## config.mk

```make
export PLATFORM = sky130hd
export DESIGN_NAME = serial_subtractor_ctrl
export DESIGN_NICKNAME = d
export VERILOG_FILES = /design/src/rtl/serial_sub_pkg.sv /design/src/rtl/serial_subtractor_ctrl_cell.sv /design/src/rtl/serial_subtractor_ctrl.sv
export SDC_FILE = /design/constraint.sdc
export NUM_CORES = 1
export LEC_CHECK = 0
export BUFFER_PORTS_ARGS = -buffer_cell sky130_fd_sc_hd__clkbuf_2
export CAP_MARGIN = 30
export CORE_MARGIN = 4
export CORE_UTILIZATION = 53
export CTS_CLUSTER_SIZE = 12
export DETAILED_ROUTE_END_ITERATION = 8
export PLACE_DENSITY_LB_ADDON = 0.3
export SYNTH_ARGS = -nofsm -noshare
export SYNTH_HDL_FRONTEND = slang
export SYNTH_SLANG_ARGS = --single-unit
```

## constraint.sdc

```tcl
create_clock -name clk -period 1.66 [get_ports clk]
set_clock_uncertainty 0.1 [all_clocks]
set_input_delay 0.249 -clock clk [delete_from_list [all_inputs] [get_ports clk]]
set_output_delay 0.249 -clock clk [all_outputs]
set_load 0.01 [all_outputs]
```

## src/rtl/serial_sub_pkg.sv

```systemverilog
// Shared state encoding for the bit-serial subtractor controller.
package serial_sub_pkg;

  typedef enum logic [1:0] {
    ST_IDLE = 2'd0,
    ST_RUN  = 2'd1,
    ST_DONE = 2'd2
  } state_t;

endpackage

```

## src/rtl/serial_subtractor_ctrl_cell.sv

```systemverilog
// Single-bit full subtractor; the one arithmetic cell reused every RUN cycle.
module full_sub_cell (
  input  logic a,
  input  logic b,
  input  logic bin,
  output logic diff,
  output logic bout
);

  assign diff = a ^ b ^ bin;
  assign bout = (~a & b) | (~(a ^ b) & bin);

endmodule

```

## src/rtl/serial_subtractor_ctrl.sv

```systemverilog
// Bit-serial WIDTH-bit subtractor {bout,diff} = a - b - bin, LSB first,
// driven by an IDLE/RUN/DONE FSM around a single full_sub_cell.
module serial_subtractor_ctrl
  import serial_sub_pkg::*;
#(
  parameter int WIDTH = 8
) (
  input  logic             clk,
  input  logic             rst,
  input  logic             start,
  input  logic [WIDTH-1:0] a,
  input  logic [WIDTH-1:0] b,
  input  logic             bin,
  output logic             ready,
  output logic             busy,
  output logic             done,
  output logic [WIDTH-1:0] diff,
  output logic             bout
);

  localparam int CW = $clog2(WIDTH);
  localparam logic [CW-1:0] LAST_BIT = CW'(WIDTH - 1);

  state_t           r_state;
  state_t           w_next;
  logic [WIDTH-1:0] r_a_sr;
  logic [WIDTH-1:0] r_b_sr;
  logic             r_brw;
  logic [CW-1:0]    r_count;
  logic [WIDTH-1:0] r_diff;
  logic             r_bout;
  logic             w_d_bit;
  logic             w_bo_bit;
  logic             w_accept;
  logic             w_last;

  full_sub_cell u_cell (
    .a    (r_a_sr[0]),
    .b    (r_b_sr[0]),
    .bin  (r_brw),
    .diff (w_d_bit),
    .bout (w_bo_bit)
  );

  assign w_accept = (r_state == ST_IDLE) && start;
  assign w_last   = (r_state == ST_RUN) && (r_count == LAST_BIT);

  // NOTE: every always_comb output gets a default first so no path leaves it unassigned (no latch).
  always_comb begin
    w_next = r_state;
    case (r_state)
      ST_IDLE: if (start)  w_next = ST_RUN;
      ST_RUN:  if (w_last) w_next = ST_DONE;
      ST_DONE: w_next = ST_IDLE;
      default: w_next = ST_IDLE;
    endcase
  end

  // NOTE: sequential state uses non-blocking assignments so all registers update from pre-edge values.
  always_ff @(posedge clk or posedge rst) begin
    if (rst) r_state <= ST_IDLE;
    else     r_state <= w_next;
  end

  always_ff @(posedge clk or posedge rst) begin
    if (rst) begin
      r_a_sr  <= '0;
      r_b_sr  <= '0;
      r_brw   <= 1'b0;
      r_count <= '0;
      r_diff  <= '0;
      r_bout  <= 1'b0;
    end else if (w_accept) begin
      r_a_sr  <= a;
      r_b_sr  <= b;
      r_brw   <= bin;
      r_count <= '0;
      r_diff  <= '0;
      r_bout  <= 1'b0;
    end else if (r_state == ST_RUN) begin
      // Result bits enter at the MSB so after WIDTH shifts bit 0 lands at diff[0].
      r_a_sr  <= r_a_sr >> 1;
      r_b_sr  <= r_b_sr >> 1;
      r_diff  <= {w_d_bit, r_diff[WIDTH-1:1]};
      r_brw   <= w_bo_bit;
      r_count <= r_count + 1'b1;
      if (w_last) r_bout <= w_bo_bit;
    end
  end

  assign ready = (r_state == ST_IDLE);
  assign busy  = (r_state == ST_RUN);
  assign done  = (r_state == ST_DONE);
  assign diff  = r_diff;
  assign bout  = r_bout;

endmodule

```

==> results of run 1 <==
==> report_power, final <==
group | internal (mW) | leakage (nW) | switching, mW
Clock | 0.157 | 0.0347 | 0.260
Sequential | 1.10 | 0.377 | 0.196
Combinational | 0.700 | 0.446 | 0.691
==> critical path: cells and delay by family (launching register included) <==
kind,cells,cell delay (ps)
buffers and inverters,2,320
DFF,1,440
and+or+nand+nor,1,110
==> per-layer routing <==
metal  part of all wire, %  global-route usage [%]  vias to the layer above
li1                      -                       -                      539
met1                    44                    23.9                      573
met2                    48                    29.9                       35
met3                   7.3                    6.81                        5
met4                  0.99                    4.64                        0
met5                     0                       0                        -
==> logic make-up (layout without fill, tap and decap cells) <==
logic type,after synthesis,in the layout,share of synthesized area (%)
fa+ha+maj,3,3,3.06
buf+inv,28,69,9.43
mux,1,1,0.765
simple gates,33,33,16.1
compound gates,30,30,17.9
flops,31,31,52.7
==> layout make-up <==
cell class / instances / area [µm²]
Clock buffer: 5 / 37.5
Clock inverter: 3 / 15.0
Fill cell: 216 / 807
Inverter: 16 / 60.1
Multi-Input combinational cell: 67 / 566
Sequential cell: 31 / 778
Tap cell: 30 / 37.5
Timing Repair Buffer: 45 / 267
==> per-stage QoR <==
stage / setup slack [ps] / hold slack, ps / cells / instance area (µm²)
floorplan: 291 / 253 / 126 / 1470
global placement: 178 / 219 / 183 / 1650
detailed placement: 142 / 224 / 183 / 1650
CTS: 36.4 / 76.0 / 197 / 1750
global route: 21.4 / 80.2 / 197 / 1760
finish: 108 / 78.0 / 197 / 1760
==> cells in the final DEF (no fill, tap or decap) <==
cell / synthesis / routed
nor2_1: 5 / 4
buf_6: 3 / 1
and2_1: 1 / 1
clkbuf_4: 0 / 5
and3b_1: 1 / 1
o21bai_4: 1 / 1
dfrtp_2: 0 / 2
buf_4: 1 / 12
dfrtp_1: 31 / 29
clkinv_2: 0 / 3
nor2_4: 0 / 1
nor4b_1: 11 / 11
a22o_1: 10 / 10
mux2_2: 1 / 1
a222oi_1: 4 / 4
fa_1: 1 / 1
ha_1: 2 / 2
nor2b_1: 4 / 4
inv_1: 16 / 16
a32o_1: 2 / 2
a211oi_1: 11 / 11
nor3b_1: 11 / 11
clkbuf_2: 0 / 31
dlygate4sd3_1: 0 / 1
a21oi_1: 1 / 1
a221o_1: 1 / 1
==> cells in the mapped netlist, types with 2 or more instances <==
cell	count	area share (%)
nor2b_1	4	1.7
buf_6	3	2.3
a32o_1	2	1.4
dfrtp_1	31	53
inv_1	16	4.1
a222oi_1	4	2.7
clkbuf_1	2	0.51
ha_1	2	1.7
nor4b_1	11	6.5
a22o_1	10	5.9
buf_2	6	2.0
nor3b_1	11	5.6
nor2_1	5	1.3
a211oi_1	11	5.6
==> registers in the layout (all words and copies together) (netlist names) <==
register / count
r_b_sr: 8
diff: 8
r_count: 3
r_a_sr: 8
bout: 1
r_brw: 1
r_state: 2
==> what timing repair did <==
item	4_1_cts	5_1_grt
hold endpoints to repair	31	0
gates resized for setup	3	2
buffers inserted	5	0
hold buffers	1	0
setup endpoints to repair	3	1
==> worst min-delay path by stage <==
stage | start | end | slack [ps]
CTS | a[7] | r_a_sr[7]$_DFFE_PP0P_ | 80
floorplan | rst | bout$_DFFE_PP0P_ | 250
global placement | rst | r_count[1]$_DFFE_PP0P_ | 220
global route | a[4] | r_a_sr[4]$_DFFE_PP0P_ | 80
detailed placement | rst | r_count[1]$_DFFE_PP0P_ | 220
finish | a[7] | r_a_sr[7]$_DFFE_PP0P_ | 80
==> flow_summary.yaml, run 1 <==
sta:
  tns_ps: 0
  final.period_utilization_pct: 93.5
  slew_violations: 0
  tightest_slew_ps: 384
  setup_viol: 0
  relSlewSlack_pct: 74.4
  timing.final.crit_period_ps: 1550
  hold_viol: 0
  rsz0062_at_grt: "no"
  fmax_ghz: 0.644
die:
  io_pins: 32
  start_util_pct: 57.4
  dieArea_um2: 3690
  fp.dieW_um: 60.7
  core_area_um2: 2570
  die_h_um: 60.7
  rows: 18
power_and_ir_drop:
  power.density_nw_per_um2: 1760
  peakVddDrop_uv: 1180
  p_total_mw: 3.10
  cellLeakagePower_nw: 0.858
yosys:
  synth_edf_count: 0
  ys.flop_type: "dfrtp_1"
  synthCells: 126
  syn-cell-area_um2: 1470
  ys_seq_area_share_pct: 52.7
  synth-seq-cells: 31
  synthDistinctLibCells: 22
  async_flop_share_pct: 100
  yosys_warnings: 0
  synth.avg_cell_area_um2: 11.7
  syn_nets: 149
worst_setup_path:
  cp_slowest_stage_delay_ps: 440
  cp_max_fo: 15
  reg2reg_depth: 4
  reg2reg_to: "r_a_sr[5]$_DFFE_PP0P_"
  critical_path.endpoint: "done"
  r2r_slack_ps: 160
  criticalPathCategory: "reg2out"
  crit_start: "r_state[0]$_DFFE_PP0P_"
  path_cells: "buf_4, nor2b_1, clkbuf_2"
  required_ps: 1310
  cp-end-kind: "primary output"
  crit_slowest_cell: "dfrtp_2"
  cp-start-kind: "register"
  cp.arrival_ps: 1200
  r2r-start: "r_state[0]$_DFFE_PP0P_"
detailed_routing:
  drtIter0Drc: 84
  drt-vias-per-instance: 5.85
  drc: 0
  ant_nets: 0
  wl_mm: 3.03
  first_pass_iters: 7
  wl_per_cell_um: 15.4
  num_vias: 1152
place:
  gp_congestion: 0.800
  port_buffers: 31
  dp_hpwl_mm: 2.09
global_routing:
  grt_max_degree: 32
  gr-total-overflow: 0
  grt_pass1_vias: 1114
  grt_pass1_wl_mm: 5.04
  grt_antenna_before_repair: 0
  grt_use_total_pct: 18.6
min_path:
  hold_depth: 2
  hold_path.class: "in2reg"
clocking:
  insertion_delay_ps: 330
  htree_levels: 2
  clockRootBuffer: "clkbuf_4"
  cts_made_buffers: 5
  clk_path_buf_depth: 2
  cts.sink_count: 31
  cts_tree: "built"
  clk_pin_slew_ps: 100
final_layout:
  area_growth_pct: 19.5
  n_antenna_cell: 0
  fin_nets: 189
  final_util_pct: 68.6
  drive_gt1_share_pct: 34.1
job:
  maxCapViolations: 0
run_status:
  status: "finished, final reports clean"
(Power assumes the default switching activity.)
==> run 2: changes to the inputs <==
- CELL_PAD_IN_SITES_DETAIL_PLACEMENT: default -> 1
- CELL_PAD_IN_SITES_GLOBAL_PLACEMENT: default -> 1
- CORE_UTILIZATION: 53 -> 35
==> flow_summary.yaml, run 2 (same netlist as run 1, synthesis figures left out) <==
power_and_ir_drop:
  swShare_pct: 35.6
  comb_power_share_pct: 40.5
  p_sw_mw: 1.17
  power.density_nw_per_um2: 1840
  cellLeakagePower_nw: 0.851
  peakVddDrop_uv: 1000
  p_total_mw: 3.29
  p_seq_share_pct: 39.7
  intPower_mw: 2.12
  power_frac_clock_pct: 19.8
worst_setup_path:
  critical_path.endpoint: "busy"
  cp_num_cells: 3
  cp.buffers_inverters: 2
  path_cells: "nor2b_1, buf_6, clkbuf_2"
  crit_start: "r_state[0]$_DFFE_PP0P_"
  cp-start-kind: "register"
  reg2reg_to: "r_brw$_DFFE_PP0P_"
  r2r-start: "r_state[0]$_DFFE_PP0P_"
  cp_slowest_stage_delay_ps: 420
  criticalPathCategory: "reg2out"
  required_ps: 1310
  r2r_slack_ps: 150
  cp_top_family: "flip-flops"
  cp-end-kind: "primary output"
  cp.arrival_ps: 1230
  reg2reg_depth: 3
  cp_max_fo: 18
  crit_slowest_cell: "dfrtp_2"
sta:
  relSlewSlack_pct: 61.8
  hold_viol: 0
  setup_slack_ps: 82.8
  timing.hold.ws_ps: 125
  setup_viol: 0
  tightest_slew_ps: 571
  slew_violations: 0
  final.period_utilization_pct: 95.0
  timing.final.crit_period_ps: 1580
  tns_ps: 0
  fmax_ghz: 0.634
final_layout:
  fin_cells: 212
  area_growth_pct: 21.5
  design_area_um2: 1790
  mostFrequentLayoutCells: "31 x clkbuf_2, 30 x dfrtp_1, 16 x inv_1"
  final_util_pct: 44.4
  fin_nets: 184
  drive_gt1_share_pct: 30.9
  final_common_cell: "clkbuf_2"
  fillers: 461
  n_antenna_cell: 0
global_routing:
  grt_pass1_vias: 1232
  grt_antenna_before_repair: 0
  gr-total-overflow: 0
  grt_use_total_pct: 14.3
  grt_pass1_wl_mm: 5.88
  grt_max_degree: 32
min_path:
  hold_path.class: "in2reg"
clocking:
  clk_pin_slew_ps: 60
  clk_path_buf_depth: 2
  cts.sink_count: 31
  clockRootBuffer: "clkbuf_8"
  cts_setup_buffers: 0
  htree_levels: 2
  cts_made_buffers: 5
  insertion_delay_ps: 280
  cts_tree: "built"
detailed_routing:
  wl_mm: 3.45
  first_pass_iters: 5
  drtIter0Drc: 56
  num_vias: 1112
  ant_nets: 0
  wl_per_cell_um: 16.3
  drc: 0
  drt-vias-per-instance: 5.25
die:
  start_util_pct: 36.6
  dieArea_um2: 5310
  rows: 23
  die_h_um: 72.9
  io_pins: 32
  core_area_um2: 4030
  fp.dieW_um: 72.9
place:
  dp_hpwl_mm: 2.38
  port_buffers: 31
  dp_cells: 203
  place_area_um2: 1670
  dpl_worst_slack_ps: 132
  gp_congestion: 0.742
run_status:
  status: "finished, final reports clean"
job:
  maxCapViolations: 0
[run 2: changes by cell type in the layout (fill, tap and decap cells not counted), sizes merged]
cell	before	now
buf	13	8
clkbuf	36	39
clkinv	3	0
[run 2: worst min path at each step]
stage / slack [ps] / to / cells after the start / from
CTS: 120 / r_a_sr[7]$_DFFE_PP0P_ / 2 / a[7]
finish: 130 / r_a_sr[7]$_DFFE_PP0P_ / 2 / a[7]
global placement: 220 / r_b_sr[3]$_DFFE_PP0P_ / 3 / rst
floorplan: 250 / bout$_DFFE_PP0P_ / 1 / rst
global route: 130 / r_a_sr[7]$_DFFE_PP0P_ / 2 / a[7]
detailed placement: 240 / r_b_sr[3]$_DFFE_PP0P_ / 3 / rst
[run 2: repair_timing]
action,CTS,global route
endpoints found under the hold margin,31,0
hold buffers,1,0
gates resized for setup,1,2
setup endpoints to repair,2,2
cloned,0,0
pin swaps,0,0
[run 2: power by group through the flow]
stage	combinational [mW]	clock (mW)	sequential [mW]
after detailed placement	1.33	0	1.32
after floorplan	0.958	0	1.29
after global placement	1.27	0	1.29
after CTS	1.35	0.680	1.31
final	1.33	0.651	1.31
after global routing	1.52	0.698	1.34
[run 2: final cells by class]
cell class	count	area (µm²)	share of cell area (%)
Inverter	16	60.1	3.36
Multi-Input combinational cell	67	561	31.3
Sequential cell	31	777	43.4
Clock buffer	8	100	5.59
Timing Repair Buffer	40	229	12.8
Tap cell	50	62.6	3.50
[run 2: routing by layer]
metal | up-vias | track usage [%] | share of wire (%)
met4 | 0 | 5.74 | 1.4
met3 | 6 | 3.44 | 4.3
met1 | 556 | 17.4 | 45
met2 | 23 | 24.4 | 49
li1 | 527 | - | -
met5 | - | 0 | 0
